$ cat config.mk
export PLATFORM = sky130hd
export DESIGN_NAME = pc_gen_ras_flat
export DESIGN_NICKNAME = d
export VERILOG_FILES = /design/src/rtl/pc_gen_ras_pkg.sv /design/src/rtl/pc_gen_ras_if.sv /design/src/rtl/pc_ras.sv /design/src/rtl/pc_gen_ras.sv /design/src/flat_wrapper.sv
export SDC_FILE = /design/constraint.sdc
export NUM_CORES = 1
export LEC_CHECK = 0
export CAP_MARGIN = 20
export CORE_MARGIN = 2
export CORE_UTILIZATION = 25
export CTS_CLUSTER_SIZE = 14
export DETAILED_ROUTE_END_ITERATION = 10
export HOLD_SLACK_MARGIN = 0.06
export SKIP_CTS_REPAIR_TIMING = 1
export SLEW_MARGIN = 30
export SYNTH_ARGS = -nofsm -noshare
export SYNTH_HDL_FRONTEND = slang
export SYNTH_SLANG_ARGS = --single-unit
$ cat constraint.sdc
create_clock -name clk -period 12.8 [get_ports clk]
set_input_delay 2.56 -clock clk [delete_from_list [all_inputs] [get_ports clk]]
set_output_delay 2.56 -clock clk [all_outputs]
set_load 0.05 [all_outputs]
$ cat src/rtl/pc_gen_ras_pkg.sv
// Shared definitions for the next-PC unit: 3-bit next-PC select codes and
// small address helpers used by the PC mux and the alignment check.
package pc_gen_ras_pkg;

  typedef enum logic [2:0] {
    NPC_PLUS4  = 3'b000,
    NPC_BRANCH = 3'b001,
    NPC_JUMP   = 3'b010,
    NPC_JR     = 3'b011,
    NPC_EXC    = 3'b100,
    NPC_ERET   = 3'b101
  } npc_op_e;

  // Word-aligned, sign-extended branch displacement.
  function automatic logic [31:0] branch_offset(input logic [15:0] imm16);
    return {{14{imm16[15]}}, imm16, 2'b00};
  endfunction

  function automatic logic word_misaligned(input logic [31:0] addr);
    return (addr[1:0] != 2'b00);
  endfunction

endpackage

$ cat src/rtl/pc_gen_ras_if.sv
// Control/fetch-side bundle of the next-PC unit. The master modport is the
// control unit side; the slave modport is the next-PC unit itself.
interface pc_gen_ras_if #(
  parameter int CNT_W = 16
);
  logic             stall;
  logic [2:0]       npc_op;
  logic [25:0]      imm;
  logic [31:0]      rd1;
  logic             link;
  logic             rs_is_ra;
  logic [31:0]      pc;
  logic [31:0]      npc;
  logic [31:0]      epc;
  logic [31:0]      ras_top;
  logic             ras_valid;
  logic [CNT_W-1:0] ras_miss_cnt;
  logic             misalign;

  modport master (
    output stall, npc_op, imm, rd1, link, rs_is_ra,
    input  pc, npc, epc, ras_top, ras_valid, ras_miss_cnt, misalign
  );

  modport slave (
    input  stall, npc_op, imm, rd1, link, rs_is_ra,
    output pc, npc, epc, ras_top, ras_valid, ras_miss_cnt, misalign
  );
endinterface

$ cat src/rtl/pc_ras.sv
// Return-address stack: circular buffer with saturating occupancy; every pop
// is compared against the real jump target and mismatches are counted.
module pc_ras #(
  parameter int RAS_DEPTH = 4,
  parameter int CNT_W     = 16
) (
  input  logic             clk,
  input  logic             rstn,
  input  logic             en,
  input  logic             push,
  input  logic [31:0]      push_data,
  input  logic             pop,
  input  logic [31:0]      pop_cmp,
  output logic [31:0]      top,
  output logic             valid,
  output logic [CNT_W-1:0] miss_cnt
);
  localparam int PTR_W = (RAS_DEPTH > 1) ? $clog2(RAS_DEPTH) : 1;
  localparam logic [PTR_W:0]   OCC_FULL = (PTR_W+1)'(RAS_DEPTH);
  localparam logic [PTR_W:0]   OCC_ZERO = (PTR_W+1)'(0);
  localparam logic [CNT_W-1:0] MISS_MAX = {CNT_W{1'b1}};

  logic [31:0]      buf_q [RAS_DEPTH];
  logic [PTR_W-1:0] ptr_q, ptr_d;
  logic [PTR_W:0]   occ_q, occ_d;
  logic [CNT_W-1:0] miss_q, miss_d;
  logic [PTR_W-1:0] top_idx_s;
  logic [PTR_W-1:0] wr_idx_s;
  logic             wr_en_s;
  logic             empty_s;
  logic             miss_s;

  // ptr_q is the next free slot, so the top lives one below it.
  assign top_idx_s = ptr_q - PTR_W'(1);
  assign empty_s   = (occ_q == OCC_ZERO);
  assign miss_s    = pop && (empty_s || (buf_q[top_idx_s] != pop_cmp));

  // Next-state of pointer, occupancy and write port; pop is resolved before push.
  always_comb begin
    ptr_d    = ptr_q;
    occ_d    = occ_q;
    wr_en_s  = 1'b0;
    wr_idx_s = ptr_q;
    if (pop && push && !empty_s) begin
      wr_en_s  = 1'b1;
      wr_idx_s = top_idx_s;
    end else if (push) begin
      wr_en_s  = 1'b1;
      wr_idx_s = ptr_q;
      ptr_d    = ptr_q + PTR_W'(1);
      if (occ_q != OCC_FULL) begin
        occ_d = occ_q + (PTR_W+1)'(1);
      end else begin
        occ_d = occ_q;
      end
    end else if (pop && !empty_s) begin
      ptr_d = top_idx_s;
      occ_d = occ_q - (PTR_W+1)'(1);
    end else begin
      ptr_d = ptr_q;
      occ_d = occ_q;
    end
  end

  // Saturating mismatch counter.
  always_comb begin
    miss_d = miss_q;
    if (miss_s && (miss_q != MISS_MAX)) begin
      miss_d = miss_q + CNT_W'(1);
    end else begin
      miss_d = miss_q;
    end
  end

  // Stack state; everything holds while en is low.
  always_ff @(posedge clk or negedge rstn) begin
    if (!rstn) begin
      ptr_q  <= {PTR_W{1'b0}};
      occ_q  <= OCC_ZERO;
      miss_q <= {CNT_W{1'b0}};
      for (int i = 0; i < RAS_DEPTH; i++) begin
        buf_q[i] <= 32'h0000_0000;
      end
    end else if (en) begin
      ptr_q  <= ptr_d;
      occ_q  <= occ_d;
      miss_q <= miss_d;
      if (wr_en_s) begin
        buf_q[wr_idx_s] <= push_data;
      end
    end
  end

  assign top      = empty_s ? 32'h0000_0000 : buf_q[top_idx_s];
  assign valid    = !empty_s;
  assign miss_cnt = miss_q;

endmodule

$ cat src/rtl/pc_gen_ras.sv
// Next-PC unit: PC/EPC registers, next-PC mux and RAS-based return checking.
// Optional macro PC_ALIGN_CHK_EN turns misaligned JR/ERET targets into exceptions.
module pc_gen_ras
  import pc_gen_ras_pkg::*;
#(
  parameter logic [31:0] RESET_PC  = 32'h0000_3000,
  parameter logic [31:0] EXC_VEC   = 32'h0000_4180,
  parameter int          RAS_DEPTH = 4,
  parameter int          CNT_W     = 16
) (
  input  logic          clk,
  input  logic          rstn,
  pc_gen_ras_if.slave   bus
);
  npc_op_e     op_s;
  logic [31:0] pc_q, pc_d;
  logic [31:0] epc_q, epc_d;
  logic [31:0] pc4_s;
  logic [31:0] npc_raw_s;
  logic [31:0] npc_s;
  logic        misalign_s;
  logic        exc_take_s;
  logic        push_s;
  logic        pop_s;

  assign op_s  = npc_op_e'(bus.npc_op);
  assign pc4_s = pc_q + 32'h0000_0004;

  // Architectural next-PC selection before the alignment check.
  always_comb begin
    npc_raw_s = pc4_s;
    case (op_s)
      NPC_PLUS4:  npc_raw_s = pc4_s;
      NPC_BRANCH: npc_raw_s = pc4_s + branch_offset(bus.imm[15:0]);
      NPC_JUMP:   npc_raw_s = {pc4_s[31:28], bus.imm, 2'b00};
      NPC_JR:     npc_raw_s = bus.rd1;
      NPC_EXC:    npc_raw_s = EXC_VEC;
      NPC_ERET:   npc_raw_s = epc_q;
      default:    npc_raw_s = pc4_s;
    endcase
  end

`ifdef PC_ALIGN_CHK_EN
  // Register-sourced targets are the only ones that can be misaligned.
  always_comb begin
    misalign_s = 1'b0;
    if (((op_s == NPC_JR) && word_misaligned(bus.rd1)) ||
        ((op_s == NPC_ERET) && word_misaligned(epc_q))) begin
      misalign_s = 1'b1;
    end else begin
      misalign_s = 1'b0;
    end
  end
  assign npc_s = misalign_s ? EXC_VEC : npc_raw_s;
`else
  assign misalign_s = 1'b0;
  assign npc_s      = npc_raw_s;
`endif

  assign exc_take_s = (op_s == NPC_EXC) || misalign_s;
  assign push_s     = bus.link && (op_s != NPC_EXC);
  assign pop_s      = (op_s == NPC_JR) && bus.rs_is_ra;

  // PC/EPC next state; stall freezes both.
  always_comb begin
    pc_d  = pc_q;
    epc_d = epc_q;
    if (!bus.stall) begin
      pc_d = npc_s;
      if (exc_take_s) begin
        epc_d = pc_q;
      end else begin
        epc_d = epc_q;
      end
    end else begin
      pc_d  = pc_q;
      epc_d = epc_q;
    end
  end

  // PC and EPC registers.
  always_ff @(posedge clk or negedge rstn) begin
    if (!rstn) begin
      pc_q  <= RESET_PC;
      epc_q <= 32'h0000_0000;
    end else begin
      pc_q  <= pc_d;
      epc_q <= epc_d;
    end
  end

  pc_ras #(
    .RAS_DEPTH (RAS_DEPTH),
    .CNT_W     (CNT_W)
  ) u_ras (
    .clk       (clk),
    .rstn      (rstn),
    .en        (!bus.stall),
    .push      (push_s),
    .push_data (pc4_s),
    .pop       (pop_s),
    .pop_cmp   (bus.rd1),
    .top       (bus.ras_top),
    .valid     (bus.ras_valid),
    .miss_cnt  (bus.ras_miss_cnt)
  );

  assign bus.pc       = pc_q;
  assign bus.epc      = epc_q;
  assign bus.npc      = npc_s;
  assign bus.misalign = misalign_s;

endmodule

$ cat src/flat_wrapper.sv
// flat-port wrapper written by rule: the top's interface ports become plain ports
module pc_gen_ras_flat import pc_gen_ras_pkg::*;
#(
  parameter logic [31:0] RESET_PC  = 32'h0000_3000,
  parameter logic [31:0] EXC_VEC   = 32'h0000_4180,
  parameter int          RAS_DEPTH = 4,
  parameter int          CNT_W     = 16
)
  (clk, rstn, bus_stall, bus_npc_op, bus_imm, bus_rd1, bus_link, bus_rs_is_ra, bus_pc, bus_npc, bus_epc, bus_ras_top, bus_ras_valid, bus_ras_miss_cnt, bus_misalign);
  pc_gen_ras_if #(.CNT_W(CNT_W)) bus_i ();
  input  logic clk;
  input  logic rstn;
  input wire logic [$bits(bus_i.stall)-1:0] bus_stall;
  input wire logic [$bits(bus_i.npc_op)-1:0] bus_npc_op;
  input wire logic [$bits(bus_i.imm)-1:0] bus_imm;
  input wire logic [$bits(bus_i.rd1)-1:0] bus_rd1;
  input wire logic [$bits(bus_i.link)-1:0] bus_link;
  input wire logic [$bits(bus_i.rs_is_ra)-1:0] bus_rs_is_ra;
  output wire logic [$bits(bus_i.pc)-1:0] bus_pc;
  output wire logic [$bits(bus_i.npc)-1:0] bus_npc;
  output wire logic [$bits(bus_i.epc)-1:0] bus_epc;
  output wire logic [$bits(bus_i.ras_top)-1:0] bus_ras_top;
  output wire logic [$bits(bus_i.ras_valid)-1:0] bus_ras_valid;
  output wire logic [$bits(bus_i.ras_miss_cnt)-1:0] bus_ras_miss_cnt;
  output wire logic [$bits(bus_i.misalign)-1:0] bus_misalign;
  assign bus_i.stall = bus_stall;
  assign bus_i.npc_op = bus_npc_op;
  assign bus_i.imm = bus_imm;
  assign bus_i.rd1 = bus_rd1;
  assign bus_i.link = bus_link;
  assign bus_i.rs_is_ra = bus_rs_is_ra;
  assign bus_pc = bus_i.pc;
  assign bus_npc = bus_i.npc;
  assign bus_epc = bus_i.epc;
  assign bus_ras_top = bus_i.ras_top;
  assign bus_ras_valid = bus_i.ras_valid;
  assign bus_ras_miss_cnt = bus_i.ras_miss_cnt;
  assign bus_misalign = bus_i.misalign;
  pc_gen_ras #(.RESET_PC(RESET_PC), .EXC_VEC(EXC_VEC), .RAS_DEPTH(RAS_DEPTH), .CNT_W(CNT_W)) u_core (.clk(clk), .rstn(rstn), .bus(bus_i));
endmodule
==> impl_metrics.csv <==
group,metric,value,unit
run_status,status,"complete, no violations",
sta,setup_violations,0,
setup_path,cp-start-kind,"input pin",
route,vias,12044,
placed_design,port_buffers,210,
logic_synthesis,synth.distinct_cells,81,
placed_design,hpwlAfterDp,39.39,mm
route,drt-pass1-iter-count,5,
sta,setup_tns,0,ns
setup_path,crit_path_max_incr_delay,0.81,ns
setup_path,crit_buf_inv,3,
final_layout,multi_input_area,7416,um^2
sta,setup_slack,3.421,ns
sta,rsz0062_at_grt,"no",
final_layout,final_cell_mix,"dfrtp_1 (209), clkdlybuf4s50_1 (206), nand2_1 (166)",
clock_network,clk_path_buf_depth,3,
route,vias_per_cell,5.225,
global_route,grt_pass1_wl,78.58,mm
clock_network,clkTransAtPathRegs,0.06,ns
global_route,antenna_found_initial,3,
final_layout,fill_cells,5477,
logic_synthesis,synth_top_family_by_area,"compound AO/OA/AOI/OAI gates",
placed_design,gp_congestion,0.9188,
setup_path,crit_type,"in2out",
placed_design,dp_slack,3.249,ns
logic_synthesis,ys_warn_count,0,
final_layout,final_core_util,0.3222,
pwr,clkPwrFrac,0.172,
sta,fin_crit,9.379,ns
logic_synthesis,synth_seq_cells,213,
flow_run,cap_violations,0,
route,post_drt_wl_per_cell,22.92,um
sta,hold_slack,0.4768,ns
final_layout,register_area,5335,um^2
setup_path,endpoint_kind,"output pin",
logic_synthesis,synth_async_sr_flop_share,1.000,
global_route,grt_max_degree,84,
sta,slew_viol_final,0,
pwr,p_int,2.268,mW
global_route,grt.total_usage,0.1861,
logic_synthesis,yosys.area_share.simple,0.1566,
global_route,grt_pass1_vias,11935,
logic_synthesis,synth_compound_area_frac,0.1807,
setup_path,crit_arrival,6.82,ns
sta,hold_viol,0,
floorplanning,die_h,234.8,um
sta,maxSlewHeadroom,0.3783,
global_route,overflow,0,
route,ant_nets,0,
pwr,swShare,0.4756,
final_layout,syn2layout_area_growth,27.19,%
setup_path,cpMostUsedCell,"clkdlybuf4s50_1",
clock_network,cts_buffers,24,
final_layout,final_nets,1701,
floorplanning,die-width,234.8,um
pwr,power_leakage,7.039,nW
setup_path,cp_slowest_cell,"clkdlybuf4s50_1",
pwr,p_per_area,255.4,nW/um^2
logic_synthesis,ys.flop_type,"dfrtp_1",
final_layout,fin_cells,2305,
route,drt_iter0_drc,1177,
logic_synthesis,synth_xor_area_frac,0.06119,
logic_synthesis,synth.mux.area_fraction,0.1192,
placed_design,placed_cells,2260,
setup_path,cp_max_fo,5,
logic_synthesis,synth_edf_count,0,
floorplanning,rows,84,
pwr,ir_drop,0.09421,mV
final_layout,layout-drive-gt1-share,0.1200,
route,drt_wl_total,52.83,mm
logic_synthesis,seq_area_frac_synth,0.4006,
setup_path,critical_path_required,10.24,ns
logic_synthesis,synth_area,13310,um^2
logic_synthesis,synth.avg_cell_area,9.296,um^2
pwr,power.switching,2.057,mW
clock_network,clock-root-buffer,"clkbuf_16",
sta,post-route-period-util,0.7327,
setup_path,crit_family,"buffers and inverters",
floorplanning,ios,212,
clock_network,insertion_delay,0.55,ns
hold_path,hold_class,"reg2reg",
clock_network,clkSinkCount,213,
logic_synthesis,synthAdderAreaFrac,0.03591,
route,remaining_drc_errors,0,
sta,tightest_slew,0.9263,ns
setup_path,crit_chain,"clkdlybuf4s50_1, ha_1, inv_1, fa_1, nand2b_1, a21oi_1, o41a_1, a211oi_2, o21ai_1, a31oi_1, or4_1, nand3_1, clkdlybuf4s50_1",
clock_network,cts_tree,"yes",
pwr,power_frac_seq,0.266,
floorplanning,coreArea,52550,um^2
pwr,combPwrFrac,0.562,
logic_synthesis,synth.net_count,1535,
final_layout,layout_commonest_cell,"dfrtp_1",
floorplanning,dieArea,55110,um^2
floorplanning,start_util,0.2533,
logic_synthesis,netlist_instances,1432,
sta,max_freq,106.6,MHz
sta,final.setup_skew,0.009564,ns
clock_network,htreeDepth,1,
==> power groups by stage <==
stage	logic (mW)	registers, mW	clock network [mW]
4_1_cts	2.45	1.15	0.760
2_1_floorplan	1.46	1.30	0
6_report	2.43	1.15	0.743
5_1_grt	2.60	1.18	0.779
3_3_place_gp	2.43	1.14	0
3_5_place_dp	2.45	1.16	0
==> Yosys cell counts (8+ instances only) <==
library cell / instances / area share
a211oi_1: 9 / 0.0051
a21o_1: 19 / 0.011
a21oi_1: 110 / 0.041
a22oi_1: 32 / 0.018
and2_1: 35 / 0.016
and3_1: 11 / 0.0052
buf_2: 14 / 0.0053
clkbuf_1: 63 / 0.018
dfrtp_1: 211 / 0.40
ha_1: 35 / 0.033
inv_1: 49 / 0.014
mux2_2: 59 / 0.050
mux2i_1: 22 / 0.017
mux4_2: 29 / 0.049
nand2_1: 166 / 0.047
nand3_1: 33 / 0.012
nand4_1: 22 / 0.010
nor2_1: 106 / 0.030
nor3_1: 30 / 0.011
o21ai_0: 124 / 0.047
o221a_2: 8 / 0.0068
o221ai_1: 8 / 0.0053
o31ai_1: 9 / 0.0051
xnor2_1: 55 / 0.036
xor2_1: 38 / 0.025
==> worst reg2reg max path, stage by stage (launching register included) <==
cell	delay, ns
dfrtp_1	0.62
nand3_1	0.30
or3_1	0.54
nor4_4	0.48
nand3_1	0.15
xor2_1	0.61
inv_1	0.18
ha_1	0.27
a21oi_1	0.38
inv_1	0.08
a21oi_1	0.16
o21ai_0	0.13
nor4b_1	0.63
nor2_1	0.19
a2111oi_0	0.39
o21ai_1	0.23
==> cell type report <==
cell class	count	area share
Antenna cell	1	0.0001478
Clock buffer	34	0.04124
Clock inverter	10	0.008425
Inverter	52	0.01153
Multi-Input combinational cell	1075	0.4380
Sequential cell	213	0.3151
Tap cell	688	0.05084
Timing Repair Buffer	232	0.1347
==> cells by family (layout without fill, tap and decap cells) <==
group / Yosys count / after routing
multiplexers: 114 / 114
buffers and inverters: 144 / 328
AO/OA/AOI/OAI: 384 / 384
XOR/XNOR: 93 / 93
AND/OR/NAND/NOR: 446 / 446
adder cells (fa/ha/maj): 37 / 37
other: 1 / 2
flip-flops: 213 / 213
==> per-stage QoR <==
step           instance area [um^2]  power, mW
2_1_floorplan                 13310      2.754
3_3_place_gp                  16060      3.567
3_5_place_dp                  16090      3.605
4_1_cts                       16930      4.360
5_1_grt                       16930      4.554
6_report                      16930      4.325
==> state kept, by name (all words and copies together), names as in the netlist <==
register	count
u_core.u_ras.occ_q	3
u_core.bus.pc	32
u_core.u_ras.miss_cnt	16
u_core.u_ras.buf_q	128
u_core.bus.epc	32
u_core.u_ras.ptr_q	2
==> per-layer routing <==
layer  global-route usage  up-vias  share of wire
met3              0.03959       79          0.069
met5                    0        -        0.00027
met2               0.2940      498           0.45
li1                     -     5470              -
met4              0.04967        2          0.029
met1               0.2573     5995           0.45
==> final timing paths <==
| check | startpoint | end | slack [ns] | depth (start not counted) |
|---|---|---|---|---|
| max in group asynchronous | rstn | u_core.u_ras.ptr_q[1] | 9.73 | 2 |
| hold reg to reg | u_core.u_ras.buf_q[7] | u_core.u_ras.buf_q[7] | 0.48 | 2 |
| min in group asynchronous | rstn | u_core.u_ras.buf_q[73] | 1.92 | 1 |
| hold / removal | u_core.u_ras.buf_q[7] | u_core.u_ras.buf_q[7] | 0.48 | 2 |
| setup / recovery | bus_imm[0] | bus_npc[20] | 3.42 | 13 |
| setup reg to reg | u_core.bus.pc[2] | u_core.bus.pc[31] | 7.30 | 15 |
Power figures use the tool's default switching activity.
